### config.mk
export PLATFORM = sky130hd
export DESIGN_NAME = fir_complex_decim
export DESIGN_NICKNAME = d
export VERILOG_FILES = /design/src/rtl/fir_complex_decim.sv
export SDC_FILE = /design/constraint.sdc
export NUM_CORES = 1
export LEC_CHECK = 0
export ABC_CLOCK_PERIOD_IN_PS = 1600
export CAP_MARGIN = 25
export CORE_UTILIZATION = 22
export DETAILED_ROUTE_END_ITERATION = 8
export PLACE_DENSITY = 0.76
export SLEW_MARGIN = 5
export SYNTH_ARGS = -nofsm -noshare
export SYNTH_HDL_FRONTEND = slang
export SYNTH_SLANG_ARGS = --single-unit
export TNS_END_PERCENT = 5
### constraint.sdc
create_clock -name clock -period 1.6 [get_ports clock]
set_input_delay 0.16 -clock clock [delete_from_list [all_inputs] [get_ports clock]]
set_output_delay 0.16 -clock clock [all_outputs]
set_load 0.01 [all_outputs]
### src/rtl/fir_complex_decim.sv
// Complex-coefficient decimating FIR filter between four FIFOs.
// I/Q samples are popped in lock-step into a shared delay line. Every DECIM
// pops the filter runs TAPS multiply-accumulate cycles, one tap per cycle,
// and pushes one real/imag result pair.
// Build option: define FIR_COMPLEX_SATURATE_EN to clamp results to the
// DATA_WIDTH range instead of wrapping.
module fir_complex_decim #(
  parameter int DATA_WIDTH  = 32,
  parameter int COEFF_WIDTH = 32,
  parameter int TAPS        = 20,
  parameter int DECIM       = 8,
  parameter int FRAC_BITS   = 10,
  parameter logic [TAPS-1:0][COEFF_WIDTH-1:0] REAL_COEFF = '0,
  parameter logic [TAPS-1:0][COEFF_WIDTH-1:0] IMAG_COEFF = '0
) (
  input  logic                  clock,
  input  logic                  reset,
  input  logic [DATA_WIDTH-1:0] i_in,
  input  logic                  i_empty,
  output logic                  i_rd_en,
  input  logic [DATA_WIDTH-1:0] q_in,
  input  logic                  q_empty,
  output logic                  q_rd_en,
  output logic [DATA_WIDTH-1:0] real_out,
  output logic                  real_wr_en,
  input  logic                  real_full,
  output logic [DATA_WIDTH-1:0] imag_out,
  output logic                  imag_wr_en,
  input  logic                  imag_full
);

  localparam int ACC_W = DATA_WIDTH + COEFF_WIDTH + $clog2(TAPS) + 1;
  localparam int TAP_W = $clog2(TAPS);
  localparam int CNT_W = (DECIM > 1) ? $clog2(DECIM) : 1;

  // Clamp limits expressed at accumulator width.
  localparam logic signed [ACC_W-1:0] SAT_MAX =
    {{(ACC_W-DATA_WIDTH+1){1'b0}}, {(DATA_WIDTH-1){1'b1}}};
  localparam logic signed [ACC_W-1:0] SAT_MIN =
    {{(ACC_W-DATA_WIDTH+1){1'b1}}, {(DATA_WIDTH-1){1'b0}}};

  typedef enum logic [1:0] {
    LOAD  = 2'd0,
    MAC   = 2'd1,
    WRITE = 2'd2
  } state_t;

  state_t                        state_q, state_d;
  logic [CNT_W-1:0]              cnt_q, cnt_d;
  logic [TAP_W-1:0]              tap_q, tap_d;
  logic signed [ACC_W-1:0]       acc_r_q, acc_r_d, acc_i_q, acc_i_d;
  logic [DATA_WIDTH-1:0]         real_q, real_d, imag_q, imag_d;
  logic signed [DATA_WIDTH-1:0]  xi_q [TAPS];
  logic signed [DATA_WIDTH-1:0]  xq_q [TAPS];

  logic                          pop;
  logic                          push;
  logic signed [ACC_W-1:0]       xi_ext, xq_ext, cr_ext, ci_ext;
  logic signed [ACC_W-1:0]       term_r, term_i;

  // Scale accumulator back to sample width: arithmetic shift, then wrap or clamp.
  function automatic logic [DATA_WIDTH-1:0] scale_result(input logic signed [ACC_W-1:0] acc);
    logic signed [ACC_W-1:0] shifted;
    logic [DATA_WIDTH-1:0]   res;
    shifted = acc >>> FRAC_BITS;
    res     = shifted[DATA_WIDTH-1:0];
`ifdef FIR_COMPLEX_SATURATE_EN
    if (shifted > SAT_MAX) begin
      res = SAT_MAX[DATA_WIDTH-1:0];
    end else if (shifted < SAT_MIN) begin
      res = SAT_MIN[DATA_WIDTH-1:0];
    end
`endif
    return res;
  endfunction

  // Both FIFOs must have data; I and Q are always popped together.
  assign pop     = (state_q == LOAD) && !i_empty && !q_empty;
  assign push    = (state_q == WRITE) && !real_full && !imag_full;
  assign i_rd_en = pop;
  assign q_rd_en = pop;
  assign real_wr_en = push;
  assign imag_wr_en = push;
  assign real_out   = real_q;
  assign imag_out   = imag_q;

  // Current tap operands, sign-extended so the full complex product fits the accumulator.
  always_comb begin
    xi_ext = ACC_W'(xi_q[tap_q]);
    xq_ext = ACC_W'(xq_q[tap_q]);
    cr_ext = ACC_W'($signed(REAL_COEFF[tap_q]));
    ci_ext = ACC_W'($signed(IMAG_COEFF[tap_q]));
    term_r = (xi_ext * cr_ext) - (xq_ext * ci_ext);
    term_i = (xq_ext * cr_ext) + (xi_ext * ci_ext);
  end

  // Next-state logic: sample counting, tap sequencing, accumulation and output capture.
  always_comb begin
    state_d = state_q;
    cnt_d   = cnt_q;
    tap_d   = tap_q;
    acc_r_d = acc_r_q;
    acc_i_d = acc_i_q;
    real_d  = real_q;
    imag_d  = imag_q;
    case (state_q)
      LOAD: begin
        if (pop) begin
          if (cnt_q == CNT_W'(DECIM - 1)) begin
            cnt_d   = '0;
            tap_d   = '0;
            acc_r_d = '0;
            acc_i_d = '0;
            state_d = MAC;
          end else begin
            cnt_d = cnt_q + 1'b1;
          end
        end
      end
      MAC: begin
        acc_r_d = acc_r_q + term_r;
        acc_i_d = acc_i_q + term_i;
        if (tap_q == TAP_W'(TAPS - 1)) begin
          // Result is captured on entry to WRITE so it is stable while stalled.
          real_d  = scale_result(acc_r_d);
          imag_d  = scale_result(acc_i_d);
          state_d = WRITE;
        end else begin
          tap_d = tap_q + 1'b1;
        end
      end
      WRITE: begin
        if (push) begin
          state_d = LOAD;
        end
      end
      default: state_d = LOAD;
    endcase
  end

  // Control, accumulator and output registers.
  always_ff @(posedge clock or posedge reset) begin
    if (reset) begin
      state_q <= LOAD;
      cnt_q   <= '0;
      tap_q   <= '0;
      acc_r_q <= '0;
      acc_i_q <= '0;
      real_q  <= '0;
      imag_q  <= '0;
    end else begin
      state_q <= state_d;
      cnt_q   <= cnt_d;
      tap_q   <= tap_d;
      acc_r_q <= acc_r_d;
      acc_i_q <= acc_i_d;
      real_q  <= real_d;
      imag_q  <= imag_d;
    end
  end

  // Delay line: newest sample in slot 0, frozen except on a pop.
  always_ff @(posedge clock or posedge reset) begin
    if (reset) begin
      for (int k = 0; k < TAPS; k++) begin
        xi_q[k] <= '0;
        xq_q[k] <= '0;
      end
    end else if (pop) begin
      xi_q[0] <= i_in;
      xq_q[0] <= q_in;
      for (int k = 1; k < TAPS; k++) begin
        xi_q[k] <= xi_q[k-1];
        xq_q[k] <= xq_q[k-1];
      end
    end
  end

endmodule

# ---- Yosys cells after proc, flatten, opt, wreduce, memory -nomap -nowiden
# Memories as Yosys holds them, arrays and structs flattened.
# Cells that the tools add are included.
dict set report op_classes {
  n_addsub 6
  multipliers 2
  order_cmp 2
  eq_ne 9
  muxes 21
  bitwise 1
  n_reduce_logical 15
}
# operator count
set ops {}
lappend ops {{$bmux W32 S5} 2}
lappend ops {{$pmux W70 S2} 2}
lappend ops {{$mux W32} 5}
lappend ops {{$mux W70} 2}
lappend ops {{$mul A32 B32 Y64} 2}
lappend ops {{$add A70 B65 Y70} 1}
lappend ops {{$add A70 B70 Y70} 1}
lappend ops {{$add A64 B64 Y65} 1}
lappend ops {{$sub A64 B64 Y65} 1}
lappend ops {{$mux W5} 3}
lappend ops {{$pmux W5 S2} 1}
lappend ops {{$mux W2} 4}
lappend ops {{$ne A2 B2 Y1 const B} 4}
lappend ops {{$reduce_and A4 Y1} 2}
lappend ops {{$ge A6 B6 Y1 const B} 1}
lappend ops {{$lt A5 B6 Y1 const B} 1}
lappend ops {{$not A5 Y6} 1}
lappend ops {{$pmux W2 S3} 1}
lappend ops {{$add A5 B1 Y5 const B} 1}
lappend ops {{$eq A5 B5 Y1 const B} 1}
lappend ops {{$logic_and A1 B1 Y1} 4}
lappend ops {{$logic_not A1 Y1} 4}
lappend ops {{$reduce_and A2 Y1} 2}
lappend ops {{$add A3 B1 Y3 const B} 1}
lappend ops {{other kinds (8)} 8}
dict set report totals {
  register_bits 1494
  romBits 1024
  out_inout_bits 68
  elab_cells 104
  n_memories 1
}
# name words word_bits read_ports rd_clocked_by_memory_dff write_ports line_no
set mem_list {}
lappend mem_list {{(name not given)} 32 32 1 0 0 92} ;# ci_ext = ACC_W'($signed(IMAG_COEFF[tap_q]));

# ---- Longest topological paths before layout
dict set report logic_depth {
  word_depth 8
  ltp_mapped 4
}

# ---- Least setup slack after synthesis
# No wires, ideal clock.
dict set report synth_path {
  path_type {register -> register}
  from {register state_q[0]}
  to {register tap_q[3]}
  setup_time_ns 0.126
  t_arrival_ns 1.420
  required_time_ns 1.474
  slack_ns 0.054
  stages_incl_launch_ff 4
  path_buffers 0
  path_cell_list {dfrtp_1 > nor4_4 > a2bb2oi_2 > a221o_1}
}
dict set report synth_via {
  elab_chain_cells 5
}
# item line_no
set synth_lines {}
lappend synth_lines {{from (decl)} 48} ;# state_t state_q, state_d;
lappend synth_lines {{from (signal assigned)} 152} ;# state_q <= state_d;
lappend synth_lines {{$logic_not A2 Y1} 78} ;# assign pop = (state_q == LOAD) && !i_empty && !q_empty;
lappend synth_lines {{$logic_and A1 B1 Y1 (2 in a row)} 78}
lappend synth_lines {{via i_rd_en} 20} ;# output logic i_rd_en,
lappend synth_lines {{$ne A2 B2 Y1 (no source line)} n/a}
lappend synth_lines {{$reduce_and A4 Y1 (no source line)} n/a}
lappend synth_lines {{to (signal assigned)} 154} ;# tap_q <= tap_d;
lappend synth_lines {{to (decl)} 50} ;# logic [TAP_W-1:0] tap_q, tap_d;
# The timed path passes the listed nets, and every way through them passes these cells.
# A chain may end at the register's enable or synchronous reset.

# ---- Worst setup path after layout
dict set report layout_path {
  from {register tap_q[0]}
  to {register tap_q[3]}
}
dict set report layout_via {
  elab_chain_cells 3
}
# item line_no
set layout_lines {}
lappend layout_lines {{$add A5 B1 Y5 or $eq A5 B5 Y1 (tied branches)} {129, 123}}
lappend layout_lines {{$mux W5 or $ne A2 B2 Y1 (tied branches)} n/a}
lappend layout_lines {{$pmux W5 S2 or $reduce_and A4 Y1 (tied branches)} n/a}
# Several ways; a longest one is shown, not always the timed one. The select of a mux whose other input is x is not followed.

==> impl_metrics.py <==
metrics = {
    "timing": {
        "fin_skew_ps": 1.27,
        "fin_crit_ps": 1530,
        "finalHoldViolations": 0,
        "fin_ws_ps": 66.5,
        "fin_crit_sh": 0.958,
        "slew_viol_final": 0,
        "tns_ps": 0,
        "rsz0062_at_grt": "false",
        "setup_viol": 0,
        "timing.fmax_ghz": 0.652,
        "hold_slack_ps": 195,
    },
    "cells_and_area": {
        "antennaDiodeCount": 0,
        "layout_commonest_cell": "conb_1",
        "area_growth_pct": 0.000295,
        "fin_area_um2": 1020,
        "mostFrequentLayoutCells": "64 x conb_1, 10 x dfrtp_1, 6 x buf_4, 5 x clkdlybuf4s50_1",
        "fill_cells": 472,
        "nets": 199,
        "layout-drive-gt1-share": 0.168,
    },
    "worst_setup_path": {
        "cp-start-kind": "register",
        "ff2ff_setup_slack_ps": 70,
        "r2r-start": "tap_q[0]",
        "critPathKind": "reg2reg",
        "cp.arrival_ps": 1660,
        "end_kind": "register",
        "crit_fanout": 5,
        "r2r-end": "tap_q[3]",
        "r2r_cells": 4,
        "cp.required_ps": 1720,
    },
    "grt": {
        "grt-ovfl-total": 0,
        "grt_pass1_vias": 370,
        "grt_max_degree": 11,
        "antenna_found_initial": 0,
        "grtUsageTotal": 0.0449,
        "grt_pass1_wl_um": 1650,
    },
    "clock_network": {
        "clk_path_buf_depth": 2,
        "clk_pin_slew_ps": 50,
        "numCtsBuffers": 3,
        "clk_latency_ps": 240,
        "clock_tree.root_cell": "clkbuf_8",
        "clkSinkCount": 10,
        "holdBufCountCts": 0,
        "cts_tree": "yes",
        "htreeDepth": 1,
    },
    "placed_design": {
        "place.gp.congestion": 0.680,
        "io_buffers": 9,
        "dp_slack_ps": -163,
        "dpl.hpwl_um": 918,
        "post_dp_cell_area_um2": 945,
    },
    "logic_synthesis": {
        "synth_area_leaders": "buf_4 49%, dfrtp_1 25%, mux2_2 4.4%, ha_1 3.7%, nor4_4 2.1%",
        "synth_top_area_cell": "buf_4",
        "post-synth-top-area-fraction": 0.486,
        "syn_area_um2": 1020,
        "async_flop_share": 1.00,
        "ys_seq_area_frac": 0.246,
        "ys_ff_latch": 10,
        "synth_cell_types": 22,
        "syn_inst": 109,
        "synth_edf_count": 0,
        "avgSynthCellArea_um2": 9.34,
        "synth-main-ff-cell": "dfrtp_1",
        "synth_warnings": 0,
    },
    "power_and_ir_drop": {
        "p_total_w": 0.00129,
        "powerDensity_nw_per_um2": 1270,
        "leakagePower_nw": 0.542,
        "vdd_drop_max_mv": 0.545,
    },
    "floorplanning": {
        "fp.dieW_um": 70.0,
        "die_area_um2": 4910,
        "ios": 138,
        "row_count": 24,
        "initial_core_util": 0.231,
        "fp.coreArea_um2": 4410,
        "die_h_um": 70.0,
    },
    "route": {
        "drt-total-wl_um": 1140,
        "drc": 0,
        "vias": 560,
        "wl_per_cell_um": 6.44,
        "viasPerCell": 3.16,
        "drtIter0Drc": 7,
        "ant_nets": 0,
        "dr.pass1.iters": 4,
    },
    "run_status": {
        "outcome": "finished, final reports clean",
    },
    "run": {
        "cap_violations": 0,
    },
    "hold_path": {
        "min_path_type": "in2async",
    },
}
## cell type report
type | count | area (µm²) | share of cell area
flip-flops and latches | 10 | 250 | 0.246
multi-input cells | 94 | 510 | 0.501
clock buffers | 4 | 55.1 | 0.0541
repair buffers | 15 | 130 | 0.128
well taps | 52 | 65.1 | 0.0639
inverters | 2 | 7.51 | 0.00737
## critical path: stages, from the launching register on
cell and delay, ps:
dfrtp_1 400, ha_2 210, and4bb_2 260, a2bb2oi_2 200
a221o_1 350
## report_power, final
| group | leakage [nW] | total, W | switching (W) | internal (W) |
|---|---|---|---|---|
| clock network | 0.0288 | 0.000322 | 0.000105 | 0.000217 |
| registers | 0.125 | 0.000450 | 0.0000906 | 0.000360 |
| logic | 0.389 | 0.000519 | 0.000248 | 0.000271 |
## Yosys cell counts (all sizes together), types with 2 or more instances
library cell and number:
o21ai 2, buf 66, nor3 2, mux2 4, inv 2, nand3 2
ha 3, nand3b 2, dfrtp 10, nor2 2, nor4 2, and2 2
a221o 2
## metrics by stage
step                 util  cells
detailed placement  0.214    171
global route        0.231    177
finish              0.231    177
CTS                 0.227    175
floorplan               -    172
global placement    0.214    171
## layer usage
| layer | track usage | up-vias | wire length, µm |
|---|---|---|---|
| met4 | 0.0400 | 0 | 29 |
| li1 | - | 262 | - |
| met5 | 0 | - | 0 |
| met3 | 0.0260 | 3 | 115 |
| met2 | 0.0684 | 52 | 556 |
| met1 | 0.0426 | 243 | 438 |
## kinds of logic after synthesis
family / count (synthesis) / synth area share
other cells: 1 / 0.00368
flops: 10 / 0.246
fa+ha+maj: 3 / 0.0369
simple gates: 16 / 0.113
compound gates: 7 / 0.0627
buf+inv: 68 / 0.494
mux: 4 / 0.0442
## timing repair
item / in CTS / in global routing
gates resized for setup: 5 / 1
setup buffers: 0 / 2
setup endpoints to repair: 4 / 2
pin swaps: 1 / 0
## flip-flops by register name (all words and copies together), names as in the netlist
signal	flops
cnt_q	3
state_q	2
tap_q	5
## how the worst max path moves through the flow
stage	start	end
6_report	tap_q[0]	tap_q[3]
5_1_grt	tap_q[0]	tap_q[4]
4_1_cts	tap_q[0]	tap_q[3]
3_5_place_dp	i_empty	q_rd_en
3_3_place_gp	i_empty	i_rd_en
2_1_floorplan	state_q[0]	tap_q[3]
No activity file was read; power rests on OpenSTA's default activity.
